==> src/rtl/asteroids_pkg.sv <==
// rtl/asteroids_pkg.sv - shared slot-table layout and draw sequencer state encoding
package asteroids_pkg;

    // Slot word: {active, sprite_sel[2:0], y[9:0], x[9:0]}
    localparam int SLOT_W          = 24;
    localparam int COORD_W         = 10;
    localparam int SEL_W           = 3;

    localparam int SLOT_ACTIVE_BIT = 23;
    localparam int SLOT_SEL_MSB    = 22;
    localparam int SLOT_SEL_LSB    = 20;
    localparam int SLOT_Y_MSB      = 19;
    localparam int SLOT_Y_LSB      = 10;
    localparam int SLOT_X_MSB      = 9;
    localparam int SLOT_X_LSB      = 0;

    typedef enum logic [2:0] {
        ST_IDLE,
        ST_FETCH,
        ST_WAIT_DATA,
        ST_CHECK,
        ST_PLOT,
        ST_WAIT_DONE,
        ST_NEXT,
        ST_DONE
    } draw_state_e;

endpackage

==> src/rtl/draw_watchdog.sv <==
// rtl/draw_watchdog.sv - load/enable cycle counter with terminal-count flag
//   clk, reset : clock, synchronous active-high reset
//   load       : clear the count to zero
//   enable     : advance the count by one (holds at terminal count)
//   tc         : count has reached TIMEOUT-1
module draw_watchdog #(
    parameter int TIMEOUT = 2048,
    parameter int CNT_W   = $clog2(TIMEOUT)
) (
    input  logic clk,
    input  logic reset,
    input  logic load,
    input  logic enable,
    output logic tc
);

    localparam logic [CNT_W-1:0] TC_VAL = CNT_W'(TIMEOUT - 1);

    logic [CNT_W-1:0] cnt_q;
    logic [CNT_W-1:0] cnt_d;

    assign tc = (cnt_q == TC_VAL);

    // Saturate at terminal count so a stray enable can never wrap to zero.
    always_comb begin
        cnt_d = cnt_q;
        if (load) begin
            cnt_d = '0;
        end else if (enable && !tc) begin
            cnt_d = cnt_q + 1'b1;
        end
    end

    always_ff @(posedge clk) begin
        if (reset) begin
            cnt_q <= '0;
        end else begin
            cnt_q <= cnt_d;
        end
    end

endmodule

==> src/rtl/asteroid_draw_sequencer.sv <==
// rtl/asteroid_draw_sequencer.sv - per-frame asteroid slot table walker issuing sprite draws
//   clk, reset          : clock, synchronous active-high reset
//   frame_start         : pulse, begin a table walk (merged into pending while busy)
//   slot_addr/slot_data : slot table read port, data valid one cycle after address
//   x_pos/y_pos/sprite_sel, plot, draw_done : draw request handshake to draw_asteroid
//   busy, frame_done, timeout_err           : status to the frame controller
module asteroid_draw_sequencer
    import asteroids_pkg::*;
#(
    parameter int NUM_SLOTS = 8,
    parameter int SLOT_AW   = 3,
    parameter int SCREEN_W  = 640,
    parameter int SCREEN_H  = 480,
    parameter int TIMEOUT   = 2048
) (
    input  logic               clk,
    input  logic               reset,
    input  logic               frame_start,
    output logic [SLOT_AW-1:0] slot_addr,
    input  logic [23:0]        slot_data,
    output logic [9:0]         x_pos,
    output logic [9:0]         y_pos,
    output logic [2:0]         sprite_sel,
    output logic               plot,
    input  logic               draw_done,
    output logic               busy,
    output logic               frame_done,
    output logic               timeout_err
);

    localparam logic [SLOT_AW-1:0] LAST_SLOT  = SLOT_AW'(NUM_SLOTS - 1);
    localparam logic [COORD_W-1:0] SCREEN_W_C = COORD_W'(SCREEN_W);
    localparam logic [COORD_W-1:0] SCREEN_H_C = COORD_W'(SCREEN_H);

    draw_state_e        state_q, state_d;
    logic [SLOT_AW-1:0] slot_addr_q, slot_addr_d;
    logic [SLOT_W-1:0]  slot_q, slot_d;
    logic [COORD_W-1:0] x_q, x_d;
    logic [COORD_W-1:0] y_q, y_d;
    logic [SEL_W-1:0]   sel_q, sel_d;
    logic               busy_q, busy_d;
    logic               frame_done_q, frame_done_d;
    logic               err_q, err_d;
    logic               pending_q, pending_d;

    logic               wd_load;
    logic               wd_en;
    logic               wd_tc;

    logic               slot_active;
    logic [SEL_W-1:0]   slot_sel;
    logic [COORD_W-1:0] slot_y;
    logic [COORD_W-1:0] slot_x;

    assign slot_active = slot_q[SLOT_ACTIVE_BIT];
    assign slot_sel    = slot_q[SLOT_SEL_MSB:SLOT_SEL_LSB];
    assign slot_y      = slot_q[SLOT_Y_MSB:SLOT_Y_LSB];
    assign slot_x      = slot_q[SLOT_X_MSB:SLOT_X_LSB];

    draw_watchdog #(
        .TIMEOUT (TIMEOUT)
    ) u_watchdog (
        .clk    (clk),
        .reset  (reset),
        .load   (wd_load),
        .enable (wd_en),
        .tc     (wd_tc)
    );

    always_comb begin
        state_d      = state_q;
        slot_addr_d  = slot_addr_q;
        slot_d       = slot_q;
        x_d          = x_q;
        y_d          = y_q;
        sel_d        = sel_q;
        busy_d       = busy_q;
        frame_done_d = 1'b0;
        err_d        = err_q;
        pending_d    = pending_q;
        wd_load      = 1'b0;
        wd_en        = 1'b0;

        // Any start request outside IDLE (including the DONE cycle) is
        // remembered as a single bit and replayed once the walk finishes.
        if (frame_start && (state_q != ST_IDLE)) begin
            pending_d = 1'b1;
        end

        case (state_q)
            ST_IDLE: begin
                if (frame_start || pending_q) begin
                    state_d     = ST_FETCH;
                    slot_addr_d = '0;
                    busy_d      = 1'b1;
                    pending_d   = 1'b0;
                end
            end
            ST_FETCH: begin
                state_d = ST_WAIT_DATA;
            end
            ST_WAIT_DATA: begin
                slot_d  = slot_data;
                state_d = ST_CHECK;
            end
            ST_CHECK: begin
                if (!slot_active || (slot_x >= SCREEN_W_C) || (slot_y >= SCREEN_H_C)) begin
                    state_d = ST_NEXT;
                end else begin
                    x_d     = slot_x;
                    y_d     = slot_y;
                    sel_d   = slot_sel;
                    state_d = ST_PLOT;
                end
            end
            ST_PLOT: begin
                wd_load = 1'b1;
                state_d = ST_WAIT_DONE;
            end
            ST_WAIT_DONE: begin
                wd_en = 1'b1;
                // A completion arriving on the terminal cycle wins over the abort.
                if (draw_done) begin
                    state_d = ST_NEXT;
                end else if (wd_tc) begin
                    err_d   = 1'b1;
                    state_d = ST_NEXT;
                end
            end
            ST_NEXT: begin
                if (slot_addr_q == LAST_SLOT) begin
                    state_d = ST_DONE;
                end else begin
                    slot_addr_d = slot_addr_q + 1'b1;
                    state_d     = ST_FETCH;
                end
            end
            ST_DONE: begin
                frame_done_d = 1'b1;
                busy_d       = 1'b0;
                state_d      = ST_IDLE;
            end
            default: begin
                state_d = ST_IDLE;
            end
        endcase
    end

    always_ff @(posedge clk) begin
        if (reset) begin
            state_q      <= ST_IDLE;
            slot_addr_q  <= '0;
            slot_q       <= '0;
            x_q          <= '0;
            y_q          <= '0;
            sel_q        <= '0;
            busy_q       <= 1'b0;
            frame_done_q <= 1'b0;
            err_q        <= 1'b0;
            pending_q    <= 1'b0;
        end else begin
            state_q      <= state_d;
            slot_addr_q  <= slot_addr_d;
            slot_q       <= slot_d;
            x_q          <= x_d;
            y_q          <= y_d;
            sel_q        <= sel_d;
            busy_q       <= busy_d;
            frame_done_q <= frame_done_d;
            err_q        <= err_d;
            pending_q    <= pending_d;
        end
    end

    assign slot_addr   = slot_addr_q;
    assign x_pos       = x_q;
    assign y_pos       = y_q;
    assign sprite_sel  = sel_q;
    assign plot        = (state_q == ST_PLOT);
    assign busy        = busy_q;
    assign frame_done  = frame_done_q;
    assign timeout_err = err_q;

endmodule

==> config.mk <==
export PLATFORM = sky130hd
export DESIGN_NAME = asteroid_draw_sequencer
export DESIGN_NICKNAME = d
export VERILOG_FILES = /design/src/rtl/asteroids_pkg.sv /design/src/rtl/draw_watchdog.sv /design/src/rtl/asteroid_draw_sequencer.sv
export SDC_FILE = /design/constraint.sdc
export NUM_CORES = 1
export LEC_CHECK = 0
export CAP_MARGIN = 20
export CORE_MARGIN = 1.5
export CORE_UTILIZATION = 45
export DETAILED_ROUTE_END_ITERATION = 8
export PLACE_DENSITY = 0.72
export REMOVE_ABC_BUFFERS = 1
export SYNTH_ARGS = -nofsm -noshare
export SYNTH_HDL_FRONTEND = slang
export SYNTH_SLANG_ARGS = --single-unit
==> constraint.sdc <==
create_clock -name clk -period 2.2 [get_ports clk]
set_clock_uncertainty 0.2 [all_clocks]
set_input_delay 0.66 -clock clk [delete_from_list [all_inputs] [get_ports clk]]
set_output_delay 0.66 -clock clk [all_outputs]
set_load 0.005 [all_outputs]
### Yosys cells after proc, flatten, opt, wreduce, memory -nomap -nowiden

Cells that the tools add are included.

* flip-flop bits (word level): 68
* bits of input ports: 28
* output and inout bits: 30

* $add $sub $neg: 2
* magnitude comparators: 2
* equality and inequality tests: 12
* multiplexer cells: 17
* bitwise logic cells: 2
* reduce and logical (&&, ||, !) cells: 17

Operators by type and width (number)
* 3-bit case mux with 8 select lines: 1
* 3-bit 2-to-1 mux: 6
* 3-bit == test, second input constant: 5
* 11-bit by 1-bit adder with 11-bit output, second input constant: 1
* 11-bit == test, second input constant: 1
* 10-bit >= comparator, second input constant: 1
* 10-bit by 9-bit >= comparator with 1-bit output, second input constant: 1
* 1-bit 2-to-1 mux: 7
* 3-bit by 2-bit == test with 1-bit output, second input constant: 2
* 3-bit case mux with 2 select lines: 1
* 2-bit AND reduction: 3
* 3-bit AND reduction: 2
* 2-bit != test, second input constant: 2
* 2-bit nonzero test: 2
* 3-bit by 1-bit adder with 3-bit output, second input constant: 1
* 3-bit by 1-bit == test with 1-bit output, second input constant: 1
* 3-bit zero test: 1
* 1-bit logical OR: 3
* 3-bit by 2-bit != test with 1-bit output, second input constant: 1
* 3-bit nonzero test: 1
* 1-bit logical AND: 2
* 1-bit zero test: 2
* 2-bit 2-to-1 mux: 1
* 1-bit NOT: 2
* 2 further kinds: 2

### Depth between registers and ports, before layout

* depth in word-level cells: 5
* mapped depth: 5

### Cells and area by module

From an unflattened synthesis, not the netlist that was laid out.

* cells, all modules: 317
* area total of the unflattened synthesis: 2862.7 um^2

By module, submodules not included
* asteroid_draw_sequencer: instances 1, cells each 236, area each 2169.6 um^2
* draw_watchdog: instances 1, cells each 81, area each 693.2 um^2

### Worst setup path after synthesis

OpenSTA, ideal clock, no wires.

* kind: register to register
* start: reg state_q[0]
* end: reg u_watchdog.cnt_q[7]
* arrival: 1.433 ns
* data required time: 1.930 ns
* path slack: 0.497 ns
* stages on the path, launching flop included: 6
* buffers on the path: 1
* clock period less this slack: 1.703 ns
* path through: dfxtp_1 -> and3b_1 -> buf_4 -> nand4_4 -> or4_1 -> a21oi_1

* longest elaborated chain between the ends: 3

Ends and longest elaborated chain
* start: declaration: RTL line asteroid_draw_sequencer.sv:35 `draw_state_e state_q, state_d;`
* start signal: assignment: RTL line asteroid_draw_sequencer.sv:162 `state_q <= state_d;`
* 3-bit == test: RTL line asteroid_draw_sequencer.sv:90 `case (state_q)`
* 1-bit 2-to-1 mux: RTL line asteroid_draw_sequencer.sv:90
* 2-bit OR reduction (no source line) or 1-bit logical AND (tied branches)
* end signal: assignment: RTL line draw_watchdog.sv:38 `cnt_q <= cnt_d;`
* end: declaration: RTL line draw_watchdog.sv:19 `logic [CNT_W-1:0] cnt_q;`

Parallel ways exist; a longest one is shown, timed or not.
A chain may end at the register's enable or synchronous reset.

### Worst setup path in the final report

* start: reg slot_addr_q[0] (netlist: slot_addr[0])
* end: out slot_addr[0]

RTL lines
* start: declaration: RTL line asteroid_draw_sequencer.sv:36 `logic [SLOT_AW-1:0] slot_addr_q, slot_addr_d;`
* start signal: assignment: RTL line asteroid_draw_sequencer.sv:163 `slot_addr_q <= slot_addr_d;`
* end: declaration: RTL line asteroid_draw_sequencer.sv:19 `output logic [SLOT_AW-1:0] slot_addr,`

No word-level cell between the ends.

==> impl_summary.log <==
[metrics] status: completed
[metrics] required time at the endpoint of the critical path: 1.34 ns
[metrics] number of global-route vias before repair: 2043
[metrics] critical-path maximum fanout: 4
[metrics] number of top-level design ports: 58
[metrics] post-CTS repair timing setup buffer count: 0
[metrics] starting density of the core: 47.3%
[metrics] average wire per cell in the routed design: 12.5 um
[metrics] area of the core: 0.00557 sq mm
[metrics] fraction of synthesized area in multiplexers: 0.759%
[metrics] # nets final: 410
[metrics] TritonCTS clock tree: done
[metrics] via-per-instance ratio: 5.07
[metrics] fraction of layout cells with a size suffix above 1: 8.09%
[metrics] class of the tightest hold or removal check: flop to flop
[metrics] flip-flop and latch count after synthesis: 68
[metrics] reported leakage power: 1.23 nW
[metrics] area overhead of the layout relative to synthesis: 32.1%
[metrics] number of warnings issued by yosys: 0
[metrics] count of buffer and inverter cells on the critical path: 1
[metrics] count of flip-flops with a built-in enable after synthesis: 0
[metrics] antenna violations before repair: 0
[metrics] dominant synthesized flop cell: dfxtp_1
[metrics] clock buffer count from CTS: 9
[metrics] unrepaired setup endpoints after global routing: false
[metrics] number of DRC markers after the initial detailed-route iteration: 112
[metrics] maximum clock insertion buffer count: 2
[metrics] largest family of logic cells by synthesized area: simple AND/OR/NAND/NOR gates
[metrics] upper clock frequency limit: 482 MHz
[metrics] cells along the critical path: clkdlybuf4s50_1
[metrics] share of the cycle needed by the critical path after routing: 94.3%
[metrics] placed cell area: 0.00329 sq mm
[metrics] final-report max-slew violation count: 0
[metrics] number of standard-cell rows in the floorplan: 27
[metrics] cell with the biggest individual delay on the critical path: clkdlybuf4s50_1
[metrics] total overflow reported by the global router: 0
[metrics] insertion delay to the later sink of the worst-skew pair: 0.33 ns
[metrics] Antenna diodes: 0
[metrics] unique cell type count in the Yosys netlist: 40
[metrics] adder and majority cell fraction of the synthesized area: 1.42%
[metrics] DRC: 0
[metrics] synthesized-area fraction occupied by ao, oa, aoi and oai cells: 16.1%
[metrics] CP endpoint kind: primary output
[metrics] summed instance area of the synthesized netlist: 0.00264 sq mm
[metrics] pin count of the biggest net entering global routing: 47
[metrics] Mapped Avg Cell Area: 8.22 sq um
[metrics] Clock Tree Root: clkbuf_8
[metrics] Max-Cap Viols: 0
[metrics] fraction of registers with async set or reset after synthesis: 0%
[metrics] type of origin of the critical path: flop
[metrics] post-synthesis sequential area ratio: 51.6%
[metrics] clock transition at the register clock pins on the worst setup and hold paths after CTS: 0.07 ns
[metrics] Detailed Routing Iterations Pass 1: 4
[metrics] cell count after synthesis: 321
[metrics] Worst Tran Pin Value: 0.475 ns
[metrics] Total Die Area: 0.00633 sq mm
[metrics] wire length of the first global-routing pass: 9290 um
[metrics] kind of cell adding the most delay to the critical path: buffers and inverters
[metrics] via total after detailed routing: 2306
[metrics] number of endpoints with negative hold slack in the final report: 0
[metrics] power density normalized to cell area: 732 mW/mm^2
[metrics] horizontal die dimension: 79.6 um
[metrics] time the worst path needs with I/O delays and setup: 2.07 ns
[metrics] aggregate routed wire length: 5670 um
[metrics] XOR/XNOR Fraction of Synth Area: 0%
[metrics] Total Neg Setup Slack: 0 ns
[metrics] Max-Slew Margin vs Limit: 68.2%
[metrics] largest voltage drop on the vdd net: 0.403 mV
[metrics] critical path class: flop to primary output
[metrics] fin util: 62.5%
[metrics] final-report setup violation count: 0
[metrics] gpl congestion: 0.856
[metrics] number of antenna-violating nets in the routed design: 0
[metrics] longest individual stage delay on the worst path: 0.52 ns
[metrics] maximum level of the CTS H-tree: 3
[metrics] final instance area: 0.00348 sq mm
[metrics] HPWL after DPL: 3650 um
[metrics] number of fill cells: 503
[metrics] count of buffers inserted at the top-level ports: 57
[metrics] number of buffers inserted by hold repair at cts: 0
[metrics] count of clock tree sinks: 68
[metrics] Die Span Y: 79.6 um
[metrics] share of synthesized cell area in and, or, nand and nor gates: 26.4%
[metrics] overall power: 2.55 mW
[metrics] overall fraction of global-route tracks in use: 18.9%
[metrics] signal arrival time at the worst endpoint: 1.21 ns
==> power breakdown <==
group | switching (mW) | leakage [nW] | internal, mW
combinational | 0.142 | 0.579 | 0.120
clock | 0.440 | 0.0979 | 0.542
sequential | 0.0265 | 0.550 | 1.28
total | 0.608 | 1.23 | 1.94
==> cell usage after synthesis (3+ instances only) <==
cell type  number  area share [%]
nor3b_1         4             1.1
dfxtp_1        68              52
o21ai_0         5            0.95
o31ai_1         3            0.85
ha_1            3             1.4
buf_2           8             1.5
o21a_1          3            0.85
and4_1          4             1.3
clkbuf_1        8             1.1
inv_1           3            0.43
nand2_1       104              15
nand4_1         3            0.71
nor3_1          9             1.7
or4_1           3            0.85
a21oi_1        58              11
nor2_1          4            0.57
==> metrics by stage <==
| stage | hold WS, ns | worst slack, ns | cells |
|---|---|---|---|
| 6_report | 0.251 | 0.126 | 455 |
| 5_1_grt | 0.264 | 0.0599 | 455 |
| 4_1_cts | 0.251 | 0.113 | 455 |
| 3_5_place_dp | 0.245 | 0.129 | 440 |
| 3_3_place_gp | 0.236 | 0.163 | 440 |
| 2_1_floorplan | 0.224 | -0.156 | 302 |
==> metal layers <==
metal	share of wire [%]	routed length, um	vias to the layer above	GRT usage [%]
met1	48	2710	1049	24.3
li1	-	-	1211	-
met2	47	2680	37	29.7
met5	0	0	-	0
met3	3.3	189	9	3.54
met4	1.6	92	0	10.5
==> registers in the layout, indices dropped and copies added (netlist names) <==
register / cells
slot_q: 24
u_watchdog.cnt_q: 11
x_pos: 10
y_pos: 10
slot_addr: 3
sprite_sel: 3
state_q: 3
busy: 1
frame_done: 1
pending_q: 1
timeout_err: 1
==> final timing paths <==
kind | startpoint | endpoint | slack (ns) | depth (start not counted)
min reg2reg | slot_q[3] | x_pos[3] | 0.25 | 2
min | slot_q[3] | x_pos[3] | 0.25 | 2
max | slot_addr[0] | slot_addr[0] | 0.13 | 1
max reg2reg | state_q[0] | u_watchdog.cnt_q[7] | 0.22 | 5
==> cells by family (layout without fill, tap and decap cells) <==
group           after synthesis  after routing
compound gates               77             77
fa+ha+maj                     3              3
mux                           2              2
buf+inv                      22             84
flops                        68             68
simple gates                149            149
==> timing repair <==
| action | 4_1_cts | 5_1_grt |
|---|---|---|
| gates resized for setup | 2 | 0 |
| endpoints found under the setup margin | 1 | 0 |
| endpoints found under the hold margin | 0 | 0 |
==> layout make-up <==
type | instances | area (sq um) | share of cell area [%]
Sequential cell | 68 | 1360 | 39.1
Clock buffer | 10 | 138 | 3.95
Clock inverter | 5 | 52.6 | 1.51
Inverter | 3 | 11.3 | 0.323
Timing Repair Buffer | 66 | 632 | 18.1
Multi-Input combinational cell | 231 | 1200 | 34.4
Tap cell | 72 | 90.1 | 2.59
==> cell usage in the layout, fill, tap and decap left out, types with 2 or more instances in the layout <==
master             n
a21oi_1           58
and2_1             2
and3_1             2
and4_1             4
buf_4              9
clkbuf_8          10
clkdlybuf4s50_1   55
clkinv_2           3
dfxtp_1           68
ha_1               3
inv_1              3
mux2i_1            2
nand2_1          104
nand3_1            2
nand4_1            3
nor2_1             4
nor3_1             9
nor3b_1            2
nor3b_2            2
o21a_1             3
o21ai_0            5
o31ai_1            3
or2_2              2
or3_1              2
or4_1              3
No activity file was read; power rests on OpenSTA's default activity.
